==> config.mk <==
export PLATFORM = sky130hd
export DESIGN_NAME = fs_serial
export DESIGN_NICKNAME = d
export VERILOG_FILES = /design/src/rtl/fs_serial.sv
export SDC_FILE = /design/constraint.sdc
export NUM_CORES = 1
export LEC_CHECK = 0
export CORE_MARGIN = 10
export CORE_UTILIZATION = 50
export CTS_BUF_LIST = sky130_fd_sc_hd__clkbuf_8
export DETAILED_ROUTE_END_ITERATION = 10
export PLACE_DENSITY_LB_ADDON = 0.25
export SLEW_MARGIN = 30
export SYNTH_ARGS = -nofsm -noshare
export SYNTH_HDL_FRONTEND = slang
export SYNTH_SLANG_ARGS = --single-unit
==> constraint.sdc <==
create_clock -name clk -period 1.8 [get_ports clk]
set_clock_uncertainty 0.15 [all_clocks]
set_input_delay 0.18 -clock clk [delete_from_list [all_inputs] [get_ports clk]]
set_output_delay 0.18 -clock clk [all_outputs]
set_load 0.02 [all_outputs]
==> src/rtl/fs_serial.sv <==
// Serial multi-bit subtractor: iterates a ripple of one-bit full-subtractor cells
// over the operands, BITS_PER_CYCLE bits per clock, LSB chunk first.
module fs_serial #(
  parameter int WIDTH          = 8,
  parameter int BITS_PER_CYCLE = 1
) (
  input  logic             clk,
  input  logic             rst,
  input  logic             start,
  input  logic [WIDTH-1:0] A,
  input  logic [WIDTH-1:0] B,
  input  logic             Borrow_in,
  output logic             busy,
  output logic             done,
  output logic [WIDTH-1:0] Diff,
  output logic             Borrow_out,
  output logic             zero,
  output logic             ovf
);

  localparam int STEPS = WIDTH / BITS_PER_CYCLE;
  localparam int CNT_W = (STEPS > 1) ? $clog2(STEPS) : 1;

  generate
    if (WIDTH < 1 || BITS_PER_CYCLE < 1 || BITS_PER_CYCLE > WIDTH ||
        (WIDTH % BITS_PER_CYCLE) != 0) begin : g_bad_params
      $error("fs_serial: BITS_PER_CYCLE must lie in 1..WIDTH and divide WIDTH");
    end
  endgenerate

  typedef enum logic [1:0] {IDLE, RUN, DONE} state_t;

  state_t             state_q, state_d;
  logic [CNT_W-1:0]   cnt_q, cnt_d;
  logic [WIDTH-1:0]   a_q, a_d;
  logic [WIDTH-1:0]   b_q, b_d;
  logic               borrow_q, borrow_d;
  logic [WIDTH-1:0]   acc_q, acc_d;
  logic [WIDTH-1:0]   diff_q, diff_d;
  logic               borrow_out_q, borrow_out_d;
  logic               zero_q, zero_d;
  logic               ovf_q, ovf_d;

  logic [BITS_PER_CYCLE:0]   chain;
  logic [BITS_PER_CYCLE-1:0] chunk_diff;
  logic [WIDTH-1:0]          acc_next;

  // One chunk of full-subtractor cells; chain[i] is the borrow into bit i of the chunk.
  always_comb begin
    chain      = '0;
    chunk_diff = '0;
    chain[0]   = borrow_q;
    for (int i = 0; i < BITS_PER_CYCLE; i++) begin
      chunk_diff[i] = a_q[i] ^ b_q[i] ^ chain[i];
      chain[i+1]    = (~a_q[i] & b_q[i]) | (~(a_q[i] ^ b_q[i]) & chain[i]);
    end
    acc_next = (acc_q >> BITS_PER_CYCLE) |
               (WIDTH'(chunk_diff) << (WIDTH - BITS_PER_CYCLE));
  end

  always_comb begin
    state_d      = state_q;
    cnt_d        = cnt_q;
    a_d          = a_q;
    b_d          = b_q;
    borrow_d     = borrow_q;
    acc_d        = acc_q;
    diff_d       = diff_q;
    borrow_out_d = borrow_out_q;
    zero_d       = zero_q;
    ovf_d        = ovf_q;
    case (state_q)
      IDLE: begin
        if (start) begin
          a_d      = A;
          b_d      = B;
          borrow_d = Borrow_in;
          acc_d    = '0;
          cnt_d    = '0;
          state_d  = RUN;
        end
      end
      RUN: begin
        a_d      = a_q >> BITS_PER_CYCLE;
        b_d      = b_q >> BITS_PER_CYCLE;
        borrow_d = chain[BITS_PER_CYCLE];
        acc_d    = acc_next;
        cnt_d    = cnt_q + CNT_W'(1);
        // On the final chunk its top cell holds the MSB, so chain gives both ovf terms.
        if (cnt_q == CNT_W'(STEPS - 1)) begin
          state_d      = DONE;
          cnt_d        = '0;
          diff_d       = acc_next;
          borrow_out_d = chain[BITS_PER_CYCLE];
          zero_d       = (acc_next == '0);
          ovf_d        = chain[BITS_PER_CYCLE-1] ^ chain[BITS_PER_CYCLE];
        end
      end
      DONE: begin
        state_d = IDLE;
      end
      default: begin
        state_d = IDLE;
      end
    endcase
  end

  always_ff @(posedge clk) begin
    if (rst) begin
      state_q      <= IDLE;
      cnt_q        <= '0;
      a_q          <= '0;
      b_q          <= '0;
      borrow_q     <= 1'b0;
      acc_q        <= '0;
      diff_q       <= '0;
      borrow_out_q <= 1'b0;
      zero_q       <= 1'b0;
      ovf_q        <= 1'b0;
    end else begin
      state_q      <= state_d;
      cnt_q        <= cnt_d;
      a_q          <= a_d;
      b_q          <= b_d;
      borrow_q     <= borrow_d;
      acc_q        <= acc_d;
      diff_q       <= diff_d;
      borrow_out_q <= borrow_out_d;
      zero_q       <= zero_d;
      ovf_q        <= ovf_d;
    end
  end

  assign busy       = (state_q == RUN);
  assign done       = (state_q == DONE);
  assign Diff       = diff_q;
  assign Borrow_out = borrow_out_q;
  assign zero       = zero_q;
  assign ovf        = ovf_q;

endmodule
=== Word level (Yosys, flattened, before mapping) ===
Cells that the tools add are included.

* Register bits after elaboration: 41
* Word-level logic and storage cells: 45
* Input port bits: 20

* $add $sub $neg: 1
* Reduce and logical (&&, ||, !) cells: 6
* Equal/unequal tests: 5
* Bitwise operators: 9
* Multiplexer cells: 14

{| class="wikitable"
|+ Operator list
! operator !! number
|-
| $pmux W8 S2 || 3
|-
| $mux W8 || 3
|-
| $logic_not A8 Y1 || 1
|-
| $or A7 B8 Y8 || 1
|-
| $mux W3 || 2
|-
| $pmux W3 S2 || 1
|-
| $reduce_and A2 Y1 || 3
|-
| $mux W2 || 2
|-
| $pmux W2 S2 || 1
|-
| $add A3 B1 Y3 const B || 1
|-
| $eq A3 B3 Y1 const B || 1
|-
| $xor A1 B1 Y1 || 3
|-
| $and A1 B1 Y1 || 2
|-
| $eq A2 B1 Y1 const B || 1
|-
| $eq A2 B2 Y1 const B || 1
|-
| $logic_not A2 Y1 || 1
|-
| $ne A2 B1 Y1 const B || 1
|-
| $ne A2 B2 Y1 const B || 1
|-
| $not A1 Y1 || 2
|-
| $pmux W1 S2 || 1
|-
| $reduce_bool A2 Y1 || 1
|-
| $mux W1 || 1
|-
| $or A1 B1 Y1 || 1
|}

=== Longest topological paths before layout ===
Gate-level depths: netlist of run 1.

* Word-level depth: 5
* Depth in mapped cells: 6
* Mapped depth without buffers: 5

=== Least setup slack after synthesis of run 1 ===
Ideal clock, no wire load.

* Kind: register to register
* From: reg borrow_q
* To: reg zero_q (netlist: zero)
* Slack: 0.351 ns
* Clock period less this slack: 1.449 ns
* Stages on the path, launching flop included: 6
* Data arrival time: 1.229 ns
* Path buffers: 0
* Path through: dfxtp_1 inv_1 fa_1 nor4_1 nand3_1 a21oi_1

* Longest elaborated chain between the ends: 3

{| class="wikitable"
|+ RTL lines
! item !! line !! text
|-
| start: declaration || 37 || <nowiki>logic borrow_q, borrow_d;</nowiki>
|-
| start signal: assignment || 125 || <nowiki>borrow_q <= borrow_d;</nowiki>
|-
| $xor A1 B1 Y1 || 54 || <nowiki>chunk_diff[i] = a_q[i] ^ b_q[i] ^ chain[i];</nowiki>
|-
| $or A7 B8 Y8 || 57 || <nowiki>acc_next = (acc_q >> BITS_PER_CYCLE) |</nowiki>
|-
| net acc_next[7] || 46 || <nowiki>logic [WIDTH-1:0] acc_next;</nowiki>
|-
| $logic_not A8 Y1 || 95 || <nowiki>zero_d = (acc_next == '0);</nowiki>
|-
| end signal: assignment || 129 || <nowiki>zero_q <= zero_d;</nowiki>
|-
| end: declaration || 41 || <nowiki>logic zero_q, zero_d;</nowiki>
|}

The timed path passes the listed nets, and every way through them passes these cells.
A chain may end at the register's enable or synchronous reset.

=== Final worst setup path of run 1 ===
* From: reg cnt_q[0]
* To: reg diff_q[6] (netlist: Diff[6])

* Longest elaborated chain between the ends: 2

{| class="wikitable"
|+ RTL lines
! item !! line !! text
|-
| start: declaration || 34 || <nowiki>logic [CNT_W-1:0] cnt_q, cnt_d;</nowiki>
|-
| start signal: assignment || 122 || <nowiki>cnt_q <= cnt_d;</nowiki>
|-
| $eq A3 B3 Y1 || 90 || <nowiki>if (cnt_q == CNT_W'(STEPS - 1)) begin</nowiki>
|-
| $reduce_and A2 Y1 (no line) || -- ||
|-
| end signal: assignment || 127 || <nowiki>diff_q <= diff_d;</nowiki>
|-
| end: declaration || 39 || <nowiki>logic [WIDTH-1:0] diff_q, diff_d;</nowiki>
|}

Every way passes these cells.

==> run_results.csv, run 1 <==
group,metric,value,unit
timing,final_min_period_over_clock_period,0.909,
detailed_routing,vias_per_cell,5.35,
timing,fin_crit,1.64,ns
floorplan,dieWidth,80.0,um
power,vdd_drop_max,0.000541,V
clock_network,numCtsBuffers,5,
clock_network,clk_pin_slew_worst_paths,0.07,ns
clock_network,h-tree-depth,2,
global_route,grt_usage,0.124,
synth,yosys_warnings,0,
setup_path,crit_type,"reg2reg",
setup_path,crit_slowest_cell,"nand3b_1",
clock_network,cts_hold_buf,0,
power,power-per-cell-area,808,mW/mm^2
final_layout,fillers,269,
setup_path,r2r-start,"cnt_q[0]",
detailed_routing,wl,3.89,mm
setup_path,cp-start-kind,"flop",
final_layout,fin_nets,255,
placement,place_congestion,0.758,
timing,tns,0,ns
setup_path,crit_arrival,1.70,ns
detailed_routing,first_pass_iters,4,
detailed_routing,drc,0,
clock_network,post_cts_buffers,0,
clock_network,cts_buffer_depth,2,
clock_network,root_buffer,"clkbuf_8",
outcome,status,"finished, final reports clean",
setup_path,cp_max_fo,11,
global_route,grt_start_max_net_pins,24,
setup_path,crit_path_cell_trace,"ha_1 > ha_1 > nand3b_1 > nand2_1 > a21oi_1",
final_layout,antenna_cells,0,
timing,rsz0062_at_grt,"no",
synth,syn_area,0.00180,mm^2
synth,synthDistinctLibCells,33,
final_layout,fin_util,0.657,
setup_path,crit_top_cell,"ha_1",
global_route,grt_pass1_wl,6.50,mm
timing,hold_violations,0,
placement,dpl.hpwl,2.83,mm
setup_path,critPathLaunch,"cnt_q[0]",
setup_path,crit_family,"simple AND/OR/NAND/NOR gates",
setup_path,critPathCaptureType,"flop",
global_route,grt_pass1_vias,1450,
final_layout,area_delta_synth_final,24.8,%
timing,setup_viol_count_final,0,
clock_network,clkLatencyLatePin,0.29,ns
floorplan,io_pins,33,
floorplan,die_y,80.0,um
synth,syn_nets,222,
min_path,hp-start,"Diff[5]",
setup_path,r2r-end,"Diff[6]",
setup_path,cp.required,1.87,ns
detailed_routing,vias,1493,
detailed_routing,drtAntennaViolNets,0,
clock_network,cts_tree,"built",
clock_network,cts_sinks,40,
floorplan,design.core.area,0.00342,mm^2
synth,ys_seq_elements,40,
floorplan,rows,21,
setup_path,reg2reg_depth,5,
floorplan,initial_core_util,0.526,
setup_path,critical_path_depth,5,
synth,syn_inst,199,
setup_path,r2r_slack,0.16,ns
synth,synth.yosys.seq_area_share,0.445,
setup_path,cp.buffers_inverters,0,
flow_run,maxCapViolations,0,
final_layout,drive_gt1_frac,0.185,
power,p_leak,0.849,nW
setup_path,slowest_delay,0.39,ns
detailed_routing,drt-wirelength-per-cell,13.9,um
global_route,antenna_found_initial,0,
detailed_routing,drt-initial-drc-count,96,
timing,max_freq,611,MHz
synth,synth-edff-count,0,
min_path,min-delay-path-class,"reg2reg",
floorplan,die_area,0.00639,mm^2
timing,tightest_slew,0.480,ns
timing,slew_violations,0,
setup_path,crit_path_end,"Diff[6]",
timing,slew_headroom,0.679,
global_route,gr-total-overflow,0,
synth,async_reset_ff_frac,0,
placement,io_buffers,32,
synth,synth_area_per_cell,9.04,um^2
synth,yosys_most_used_dff,"dfxtp_1",
## area by class of cell
| type | instances | area [um^2] | area share |
|---|---|---|---|
| Clock buffer | 6 | 82.6 | 0.0368 |
| Clock inverter | 2 | 7.51 | 0.00335 |
| Inverter | 6 | 22.5 | 0.0100 |
| Multi-Input combinational cell | 138 | 870 | 0.388 |
| Sequential cell | 40 | 802 | 0.358 |
| Tap cell | 46 | 57.6 | 0.0257 |
| Timing Repair Buffer | 41 | 402 | 0.179 |
## flip-flops by register name, summed over array words and instances (netlist names)
register / count
Borrow_out: 1
ovf: 1
borrow_q: 1
acc_q: 7
state_q: 2
Diff: 8
zero: 1
a_q: 8
b_q: 8
cnt_q: 3
## worst min-delay path, stage by stage, from the launching register on
cell	delay (ns)
dfxtp_1	0.31
nand2_1	0.05
a21oi_1	0.05
## worst min path at each step
stage	end	cells past startpoint
after global placement	ovf	2
after CTS	b_q[4]	3
after detailed placement	Diff[5]	2
after global routing	b_q[5]	3
after floorplan	a_q[5]	2
final	Diff[5]	2
## placed cells by master (no fill, tap or decap), types with 2 or more instances in the layout
cell type / n
a211oi_1: 3
a211oi_2: 9
a21oi_1: 20
a21oi_2: 8
a22oi_1: 10
buf_4: 8
clkbuf_8: 6
clkdlybuf4s50_1: 30
dfxtp_1: 39
ha_1: 2
inv_1: 7
nand2_1: 34
nor2_1: 29
nor2b_1: 4
nor4_1: 2
o221a_2: 2
o22ai_1: 2
## Yosys cell counts, types with 2 or more instances
master / n / share of area
o22ai_1: 2 / 0.0070
dfxtp_1: 40 / 0.45
a22oi_1: 10 / 0.042
a21oi_2: 8 / 0.039
a211oi_1: 3 / 0.013
clkbuf_1: 2 / 0.0042
buf_2: 6 / 0.017
a211oi_2: 9 / 0.063
nor4_1: 2 / 0.0070
inv_1: 5 / 0.010
a21oi_1: 20 / 0.056
ha_1: 2 / 0.014
nor2_1: 29 / 0.061
nor2b_1: 4 / 0.014
buf_6: 5 / 0.031
o221a_2: 2 / 0.013
nand2_1: 34 / 0.071
## metrics by stage
step | hold slack (ns) | cell area [um^2] | power (mW) | cells | worst slack [ns]
4_1_cts | 0.301 | 2240 | 1.83 | 279 | 0.00863
5_1_grt | 0.314 | 2240 | 1.89 | 279 | 0.0221
6_report | 0.303 | 2240 | 1.81 | 279 | 0.164
3_3_place_gp | 0.294 | 2150 | 1.23 | 271 | 0.191
2_1_floorplan | 0.171 | 1800 | 1.15 | 199 | 0.351
3_5_place_dp | 0.296 | 2150 | 1.24 | 271 | 0.148
## report_power, final
group / leakage (nW) / switching [mW] / internal, mW
combinational: 0.468 / 0.132 / 0.130
clock: 0.0538 / 0.295 / 0.301
sequential: 0.327 / 0.0304 / 0.924
## what timing repair did
item,CTS,global route
cloned,0,0
resized for setup,2,1
setup endpoints to repair,2,1
pin swaps,0,0
## kinds of logic (layout without fill, tap and decap cells)
family	after synthesis	in the layout	synth area share
simple gates	74	74	0.177
compound gates	60	60	0.276
flops	40	40	0.445
buf+inv	21	55	0.0710
fa+ha+maj	3	3	0.0251
xor+xnor	1	1	0.00487
## layer usage
metal,wire (um),share of wire,vias to the layer above,track usage
li1,-,-,753,-
met1,1830,0.47,712,0.145
met2,1790,0.46,21,0.201
met3,218,0.056,7,0.0518
met4,51,0.013,0,0.0423
met5,0,0,-,0
No activity file was read; power rests on OpenSTA's default activity.
==> inputs of run 2 (changes only) <==
--- a/config.mk
+++ b/config.mk
@@ -10,7 +10,7 @@
 export CTS_BUF_LIST = sky130_fd_sc_hd__clkbuf_8
 export DETAILED_ROUTE_END_ITERATION = 10
 export PLACE_DENSITY_LB_ADDON = 0.25
-export SLEW_MARGIN = 30
+export SLEW_MARGIN = 20
 export SYNTH_ARGS = -nofsm -noshare
 export SYNTH_HDL_FRONTEND = slang
 export SYNTH_SLANG_ARGS = --single-unit
==> results of run 2 <==
The final DEF is identical to that of run 1; final timing and power are the same.
==> variant (settings of run 1) <==
Encoding of `state_t`: now one-hot (3 bits for 3 states).
--- a/src/rtl/fs_serial.sv
+++ b/src/rtl/fs_serial.sv
@@ -28,7 +28,7 @@
     end
   endgenerate
 
-  typedef enum logic [1:0] {IDLE, RUN, DONE} state_t;
+  typedef enum logic [2:0] {IDLE = 3'b001, RUN = 3'b010, DONE = 3'b100} state_t;
 
   state_t             state_q, state_d;
   logic [CNT_W-1:0]   cnt_q, cnt_d;
Formal check against the unedited RTL: no difference found for any inputs over 10 cycles, from zero or initial values and one cycle with rst high; not proved beyond that.
==> variant against run 1 <==
Synthesized cell count shrank 12%. Critical path depth shrank 3. Routed wire length grew 2.9%. Sequential power grew 2.4%. Synthesized area shrank 5.3%. Power grew 9.9%. Design area shrank 0.67%. Worst setup slack lost 0.044 ns. Sequential cell count grew 1. Clock power grew 29%. Combinational power shrank 5%. Sequential share of layout area grew 1.1 points.
==> variant: results <==
outcome:
  outcome: "finished clean"
clock_tree:
  cts_buffer_depth: 2
  insertion_delay_ns: 0.29
  cts.reportedPaths.clkPinSlew_ns: 0.08
  cts_made_buffers: 5
  h-tree-depth: 2
yosys:
  synth_compound_area_share_pct: 25.4
  synth_xor_area_share_pct: 0.514
  ys_seq_area_share_pct: 48.2
  synth_common_cells: "dfxtp_1 (41), nand2_1 (20), a211oi_1 (15), nor3_1 (15), o32ai_1 (14)"
  async_flop_share_pct: 0
  synth_mux_area_share_pct: 0
  ys_warn_count: 0
  ys_top_cells_by_area: "dfxtp_1 (48%), o32ai_1 (7.2%), a211oi_1 (6.6%), a22o_1 (5.1%), nand2_1 (4.4%)"
  synthAdderAreaFrac_pct: 2.65
  synth_cell_types: 29
  synth_nets: 199
  synth.most_common_cell: "dfxtp_1"
place:
  port_buffers: 32
  preCtsSetupSlack_ns: -0.0834
  gp_congestion: 0.757
  dp_hpwl_mm: 2.96
setup_path:
  crit_family: "buffers and inverters"
  cpPeakStageDelay_ns: 0.38
  rrSetupSlack_ns: 0.14
  cpMaxStageDelayCell: "dlygate4sd2_1"
  path_max_fanout: 4
  r2r_cells: 5
  rr_endpoint: "zero"
  cp_data_arrival_time_ns: 1.35
  rr_startpoint: "borrow_q"
timing:
  holdWs_ns: 0.308
  maxSlewHeadroom_pct: 68.9
  post-route-min-period_ns: 1.68
pwr:
  leakage_nw: 0.806
  peakVddDrop_mv: 0.575
drt:
  drt-initial-drc-count: 88
  num_vias: 1467
  drt_first_pass_iters: 4
  drt-wirelength-per-cell_um: 15.4
finish:
  nets: 236
  insertedDiodeCount: 0
  fillCellCount: 282
  drive_above_1_share_pct: 13.1
global_route:
  grt_max_degree: 17
  grt_usage_pct: 13.1
  grt_pass1_vias: 1440
  antenna_found_initial: 0
  grt_pass1_wl_mm: 6.74
worst_hold_path:
  holdPathEnd: "Diff[6]"
  worstHoldStart: "Diff[6]"
  whs_path_depth: 2
  hp-class: "reg -> reg"
## variant: cell count changes after synthesis, moves of 9 or more
cell and change:
a211oi_1 +12, a211oi_2 -9, a22oi_1 -10, nor3_1 +15, nor2_1 -22, nand2_1 -14, a22o_1 +10, o32ai_1 +14
## variant: logic make-up after synthesis
kind of cell,after synthesis
flops,41
compound gates,57
fa+ha+maj,3
buf+inv,20
xor+xnor,1
simple gates,54
## variant: metrics by stage
step           total power (W)  cells  instance area (um^2)
2_1_floorplan          0.00115    176                  1700
3_3_place_gp           0.00123    252                  2100
3_5_place_dp           0.00125    252                  2100
4_1_cts                0.00200    260                  2220
5_1_grt                0.00207    260                  2230
6_report               0.00199    260                  2230
## variant: layer usage
layer  wire length, um  part of all wire (%)  track usage [%]
met2              1970                    49             21.6
met1              1830                    46             15.9
met4                70                   1.7             4.84
met3               137                   3.4             3.53
met5                 0                     0                0
## variant: power by group
group	internal (W)	total, W	switching, W	leakage (nW)
Combinational	0.000130	0.000249	0.000118	0.414
Clock	0.000451	0.000766	0.000315	0.0574
Sequential	0.000950	0.000977	0.0000277	0.335
Total	0.00153	0.00199	0.000461	0.806
## variant: worst reg2reg max path: stages (launching register included)
cell	delay, ns
dfxtp_1	0.39
inv_1	0.07
fa_1	0.50
nor4_1	0.20
nand3_1	0.11
a21oi_1	0.16
## variant: timing repair
| item | in CTS | in global routing |
|---|---|---|
| resized for setup | 2 | 2 |
| endpoints found under the setup margin | 2 | 13 |
| buffers inserted | 0 | 0 |
## variant: how the worst max path moves through the flow
stage / from / endpoint / cells after the start
floorplan: state_q[2] / done / 4
global placement: start / cnt_q[0] / 4
detailed placement: start / cnt_q[0] / 4
CTS: state_q[2] / cnt_q[0] / 3
global route: borrow_q / zero / 5
finish: state_q[0] / busy / 2
## variant: layout make-up
class / count / area (um^2) / share of cell area [%]
clock buffer: 6 / 82.6 / 3.71
tap: 46 / 57.6 / 2.58
timing repair buffer: 46 / 423 / 19.0
multi-input combinational: 115 / 791 / 35.5
clock inverter: 2 / 37.5 / 1.68
inverter: 4 / 15.0 / 0.674
sequential: 41 / 822 / 36.9
